$ cat src/rtl/mem_ctrl_pkg.sv
// Shared types and constants for the byte-serialising memory controller.
`timescale 1ns/1ps
package mem_ctrl_pkg;

  localparam int unsigned AddressWidth     = 32;
  localparam int unsigned InstructionWidth = 32;

  // Request size encodings (byte count).
  localparam logic [2:0] SizeByte = 3'd1;
  localparam logic [2:0] SizeHalf = 3'd2;
  localparam logic [2:0] SizeWord = 3'd4;

  typedef enum logic [1:0] {StIdle, StRead, StWrite} state_e;
  typedef enum logic {OwnIf, OwnLsb} owner_e;

  // Unsupported sizes fall back to a full word so the step counter stays in range.
  function automatic logic [2:0] size_to_n(input logic [2:0] size);
    case (size)
      SizeByte: return SizeByte;
      SizeHalf: return SizeHalf;
      default:  return SizeWord;
    endcase
  endfunction

  function automatic logic [31:0] merge_byte(input logic [31:0] word, input logic [1:0] lane,
                                             input logic [7:0] b);
    logic [31:0] res;
    res = word;
    res[{lane, 3'b000} +: 8] = b;
    return res;
  endfunction

  function automatic logic [7:0] get_byte(input logic [31:0] word, input logic [1:0] lane);
    return word[{lane, 3'b000} +: 8];
  endfunction

endpackage

$ cat src/rtl/mem_ctrl.sv
// Serialises fetch and load/store requests into single-byte RAM accesses;
// LSB has priority, stores always complete, reads abort on rob_clear_in.
`timescale 1ns/1ps
module mem_ctrl
  import mem_ctrl_pkg::*;
#(
  parameter int unsigned ADDR_W = AddressWidth,
  parameter int unsigned DATA_W = InstructionWidth
) (
  input  logic              clk_in,
  input  logic              rst_in,
  input  logic              rdy_in,
  input  logic [7:0]        mem_din,
  output logic [7:0]        mem_dout,
  output logic [ADDR_W-1:0] mem_a,
  output logic              mem_wr,
  input  logic              if_en_in,
  input  logic [ADDR_W-1:0] if_pc_in,
  output logic              if_rdy_out,
  output logic              if_done_out,
  output logic [DATA_W-1:0] if_inst_out,
  input  logic              lsb_en_in,
  input  logic              lsb_wr_in,
  input  logic [ADDR_W-1:0] lsb_addr_in,
  input  logic [2:0]        lsb_size_in,
  input  logic [DATA_W-1:0] lsb_data_in,
  output logic              lsb_done_out,
  output logic [DATA_W-1:0] lsb_data_out,
  input  logic              rob_clear_in
);

  state_e              state_q;
  owner_e              owner_q;
  logic [ADDR_W-1:0]   base_q;
  logic [2:0]          nbytes_q;
  logic [2:0]          step_q;
  logic [DATA_W-1:0]   asm_q;
  logic [DATA_W-1:0]   merged;
  logic [1:0]          rd_lane;

  assign if_rdy_out = (state_q == StIdle);

  // The byte on mem_din at step k belongs to the address issued at step k-2.
  always_comb begin
    rd_lane = step_q[1:0] - 2'd2;
    merged  = merge_byte(asm_q, rd_lane, mem_din);
  end

  always_ff @(posedge clk_in) begin
    if (rst_in) begin
      state_q      <= StIdle;
      owner_q      <= OwnIf;
      base_q       <= '0;
      nbytes_q     <= '0;
      step_q       <= '0;
      asm_q        <= '0;
      mem_a        <= '0;
      mem_dout     <= '0;
      mem_wr       <= 1'b0;
      if_done_out  <= 1'b0;
      if_inst_out  <= '0;
      lsb_done_out <= 1'b0;
      lsb_data_out <= '0;
    end else if (rdy_in) begin
      if_done_out  <= 1'b0;
      lsb_done_out <= 1'b0;
      unique case (state_q)
        StIdle: begin
          if (!rob_clear_in && lsb_en_in) begin
            owner_q  <= OwnLsb;
            base_q   <= lsb_addr_in;
            nbytes_q <= size_to_n(lsb_size_in);
            step_q   <= 3'd1;
            mem_a    <= lsb_addr_in;
            if (lsb_wr_in) begin
              state_q  <= StWrite;
              asm_q    <= lsb_data_in;
              mem_dout <= lsb_data_in[7:0];
              mem_wr   <= 1'b1;
            end else begin
              state_q <= StRead;
              asm_q   <= '0;
              mem_wr  <= 1'b0;
            end
          end else if (!rob_clear_in && if_en_in) begin
            owner_q  <= OwnIf;
            base_q   <= if_pc_in;
            nbytes_q <= SizeWord;
            step_q   <= 3'd1;
            mem_a    <= if_pc_in;
            asm_q    <= '0;
            mem_wr   <= 1'b0;
            state_q  <= StRead;
          end
        end
        StRead: begin
          if (rob_clear_in) begin
            state_q <= StIdle;
          end else begin
            if (step_q < nbytes_q) mem_a <= base_q + ADDR_W'(step_q);
            if (step_q == nbytes_q + 3'd1) begin
              state_q <= StIdle;
              if (owner_q == OwnLsb) begin
                lsb_data_out <= merged;
                lsb_done_out <= 1'b1;
              end else begin
                if_inst_out <= merged;
                if_done_out <= 1'b1;
              end
            end else if (step_q >= 3'd2) begin
              asm_q <= merged;
            end
            step_q <= step_q + 3'd1;
          end
        end
        StWrite: begin
          if (step_q == nbytes_q) begin
            mem_wr       <= 1'b0;
            lsb_done_out <= 1'b1;
            state_q      <= StIdle;
          end else begin
            mem_a    <= base_q + ADDR_W'(step_q);
            mem_dout <= get_byte(asm_q, step_q[1:0]);
          end
          step_q <= step_q + 3'd1;
        end
        default: state_q <= StIdle;
      endcase
    end
  end

endmodule
$ cat config.mk
export PLATFORM = sky130hd
export DESIGN_NAME = mem_ctrl
export DESIGN_NICKNAME = d
export VERILOG_FILES = /design/src/rtl/mem_ctrl_pkg.sv /design/src/rtl/mem_ctrl.sv
export SDC_FILE = /design/constraint.sdc
export NUM_CORES = 1
export LEC_CHECK = 0
export BUFFER_PORTS_ARGS = -buffer_cell sky130_fd_sc_hd__buf_4
export CAP_MARGIN = 10
export CORE_MARGIN = 3
export CORE_UTILIZATION = 53
export CTS_BUF_LIST = sky130_fd_sc_hd__clkbuf_8
export DETAILED_ROUTE_END_ITERATION = 12
export PLACE_DENSITY_LB_ADDON = 0.3
export SYNTH_ARGS = -nofsm -noshare
export SYNTH_HDL_FRONTEND = slang
export SYNTH_SLANG_ARGS = --single-unit
$ cat constraint.sdc
create_clock -name clk_in -period 3 [get_ports clk_in]
set_input_delay 0.3 -clock clk_in [delete_from_list [all_inputs] [get_ports clk_in]]
set_output_delay 0.3 -clock clk_in [all_outputs]
set_load 0.01 [all_outputs]
==> metrics.md <==
| Metric | Value |
|---|---|
| Status | `complete, no violations` |
| Postcts setup bufs | `0` |
| Worst path bufs/invs | `2` |
| WP data required | `3.38 ns` |
| Die height | `139 um` |
| Slew @ Worst Pin | `0.794 ns` |
| Global Route Usage Sum | `27.2%` |
| Main synth FF type | `dfxtp_1` |
| Hold WC Path Type | `input port to flip-flop` |
| Power Density | `463 nW/um^2` |
| Main combinational cell family by area after synthesis | `compound AO/OA/AOI/OAI gates` |
| Die Width | `139 um` |
| Mean Syn Cell Area | `8.96 um^2` |
| Synth warn | `0` |
| Most frequent cell after synthesis | `dfxtp_1` |
| CP Cell Sequence | `inv_1, ha_1, nor3_4, and4b_2, buf_12, nor2_1, a211oi_1` |
| Routed vias | `8714` |
| Initial core utilization | `54.3%` |
| DRT Pass-1 Iters | `5` |
| Worst-Skew Late Latency | `0.48 ns` |
| WL/cell | `18.7 um` |
| Hold Path Cell Cnt | `3` |
| Top post-synthesis cells by count | `dfxtp_1, nor2_1, a211oi_1, nor2b_1, a211oi_2` |
| Setup crit end | `if_inst_out[3]` |
| DRT antenna net count | `0` |
| FF-to-FF Start | `step_q[0]` |
| Max_cap viols | `0` |
| Ports | `222` |
| CP top delay family | `simple AND/OR/NAND/NOR gates` |
| CP Max Fanout | `31` |
| CTS Hold Buffers Added | `0` |
| CORE AREA | `17400 um^2` |
| Port Buffers | `221` |
| First-pass GRT wire length | `43400 um` |
| Mux share of post-synthesis cell area | `6.63%` |
| Sum Neg Setup Slack | `0 ns` |
| CP startpoint | `step_q[0]` |
| Crit-path max cell delay | `0.53 ns` |
| Reg2reg path depth | `7` |
| Crit path DAT | `2.81 ns` |
| Number of flops mapped to enable cells by yosys | `0` |
| Dominant cell type by area after synthesis | `dfxtp_1` |
| Total grt overflow | `0` |
| Library cells used by synthesis | `69` |
| Clock transition at the registers of the reported paths | `0.09 ns` |
| Antenna cells | `0` |
| Slew headroom | `46.6%` |
| Layout cells sized above 1 | `30.8%` |
| Syn_nets | `1183` |
| Initial antenna violation count | `0` |
| Crit. path cell count | `7` |
| Slowest cell on the critical path | `and4b_2` |
| Rows | `48` |
| Mapped Cells | `1051` |
| Clock root cell | `clkbuf_8` |
| Synth area leaders | `dfxtp_1, a211oi_2, nor2_1` |
| Post-synthesis adder-cell area fraction | `2.47%` |
| Largest net degree at the start of global routing | `65` |
| Synth async-reset ratio | `0%` |
| Leak pwr | `0.00446 uW` |
| Die area | `19400 um^2` |
| GP Congestion | `0.884` |
| Clock sink count | `180` |
| Setup slack, reg-to-reg | `0.58 ns` |
| Via-to-Cell Ratio | `5.93` |
| Register area share after synthesis | `38.2%` |
| Final Power | `5370 uW` |
| Vias in the first global route | `8336` |
| Post-synth top area share | `38.2%` |
| RR Endpoint | `if_inst_out[3]` |
| CP endpoint kind | `flip-flop` |
| Longest Clk Path Bufs | `2` |
| Fin cells | `1470` |
| Routed WL | `27400 um` |
| DPL Wire Length | `19900 um` |
| Fin crit period | `2.42 ns` |
| Resize count post-CTS | `0` |
| Crit share post-route | `80.7%` |
| # setup viols final | `0` |
| Post-Syn Area | `9420 um^2` |
| Post-Synth Simple-Gate Area | `21.2%` |
| Fillers | `1428` |
| Peak supply drop | `0.322 mV` |
| CTS H-tree lvls | `4` |
| Xor and xnor fraction of the mapped netlist area | `2.30%` |
| CP Launch Type | `flip-flop` |
| Unrepaired setup endpoints after global routing | `false` |
| Num CTS Buffers | `17` |
| Fmax | `413 MHz` |
| Final hold violation count | `0` |
| Net count, final | `1364` |
| DRT iter0 DRCs | `770` |
| DRC | `0` |
| CTS tree | `done` |
| Clock skew | `0.0165 ns` |
| DP Cell Count | `1438` |
| P&R area growth vs syn | `23.3%` |
| Compound-Gate Fraction of Synth Area | `24.3%` |
| FF+latch count, synth | `180` |
| Path type of the worst setup path | `flip-flop to flip-flop` |
| Slew Viols, Final | `0` |
[flip-flops by register name, indices dropped and copies added (netlist names)]
register,cells
asm_q,32
base_q,32
if_done_out,1
if_inst_out,32
lsb_data_out,32
lsb_done_out,1
mem_a,32
mem_dout,8
mem_wr,1
nbytes_q,3
owner_q,1
state_q,2
step_q,3
[per-layer routing]
layer | up-vias | part of all wire, % | GRT usage (%)
li1 | 4216 | - | -
met2 | 334 | 48 | 45.0
met5 | - | 0 | 0
met4 | 0 | 2.7 | 10.4
met3 | 66 | 7.1 | 6.32
met1 | 4098 | 42 | 34.6
[cell type report]
cell class	instances	area, um^2	share of cell area (%)
Multi-Input combinational cell	773	5370	46.2
Sequential cell	180	3600	31.0
Timing Repair Buffer	247	1900	16.3
Tap cell	225	282	2.42
Clock buffer	17	234	2.01
Clock inverter	15	181	1.56
Inverter	13	48.8	0.420
[report_power, final]
part	switching, uW	leakage [uW]	internal, uW
sequential	110	0.00146	2510
clock	924	0.000212	831
combinational	562	0.00279	439
[worst min path at each step]
stage / from / endpoint / slack [ns]
floorplan: owner_q / owner_q / 0.45
detailed placement: mem_a[11] / mem_a[11] / 0.45
CTS: lsb_data_in[0] / asm_q[0] / 0.09
global route: lsb_data_in[2] / asm_q[2] / 0.09
finish: lsb_data_in[0] / asm_q[0] / 0.11
global placement: mem_a[1] / mem_a[1] / 0.44
[stage by stage]
step / hold WS [ns] / area [um^2] / worst slack, ns / util, %
after floorplan: 0.454 / 9420 / 0.513 / -
after global placement: 0.441 / 11200 / 0.717 / 64.5
after detailed placement: 0.451 / 11200 / 0.642 / 64.5
after CTS: 0.0918 / 11600 / 0.615 / 66.9
after global routing: 0.0920 / 11600 / 0.421 / 66.9
final: 0.110 / 11600 / 0.579 / 66.9
[worst register-to-register path, stage by stage (launching register included)]
cell and delay (ns):
dfxtp_1 0.40, inv_1 0.16, ha_1 0.37, nor3_4 0.31, and4b_2 0.53, buf_12 0.27, nor2_1 0.08, a211oi_1 0.21
[kinds of logic after synthesis]
kind of cell               count (synthesis)
DFF                                      180
xor gates and xnor gates                  23
AOI/OAI and AO/OA                        288
muxes                                     51
buffers and inverters                     98
adders and majority gates                 18
and+or+nand+nor                          393
[placed cells by master (no fill, tap or decap), types with 12 or more instances in the layout]
cell type	netlist	routed
a211oi_1	67	67
a211oi_2	57	57
a21oi_1	52	52
a31oi_1	37	37
and3_1	13	13
buf_4	10	243
clkbuf_8	0	17
dfxtp_1	180	180
ha_1	17	17
inv_1	13	13
mux2i_1	32	32
nand2_1	51	51
nand2b_1	13	12
nand3_1	15	15
nor2_1	156	155
nor2_2	11	12
nor2b_1	61	61
nor3_1	18	17
nor4_1	16	16
o21ai_0	14	14
xnor2_1	12	12
Note: power is estimated with default switching activity, not from simulation.
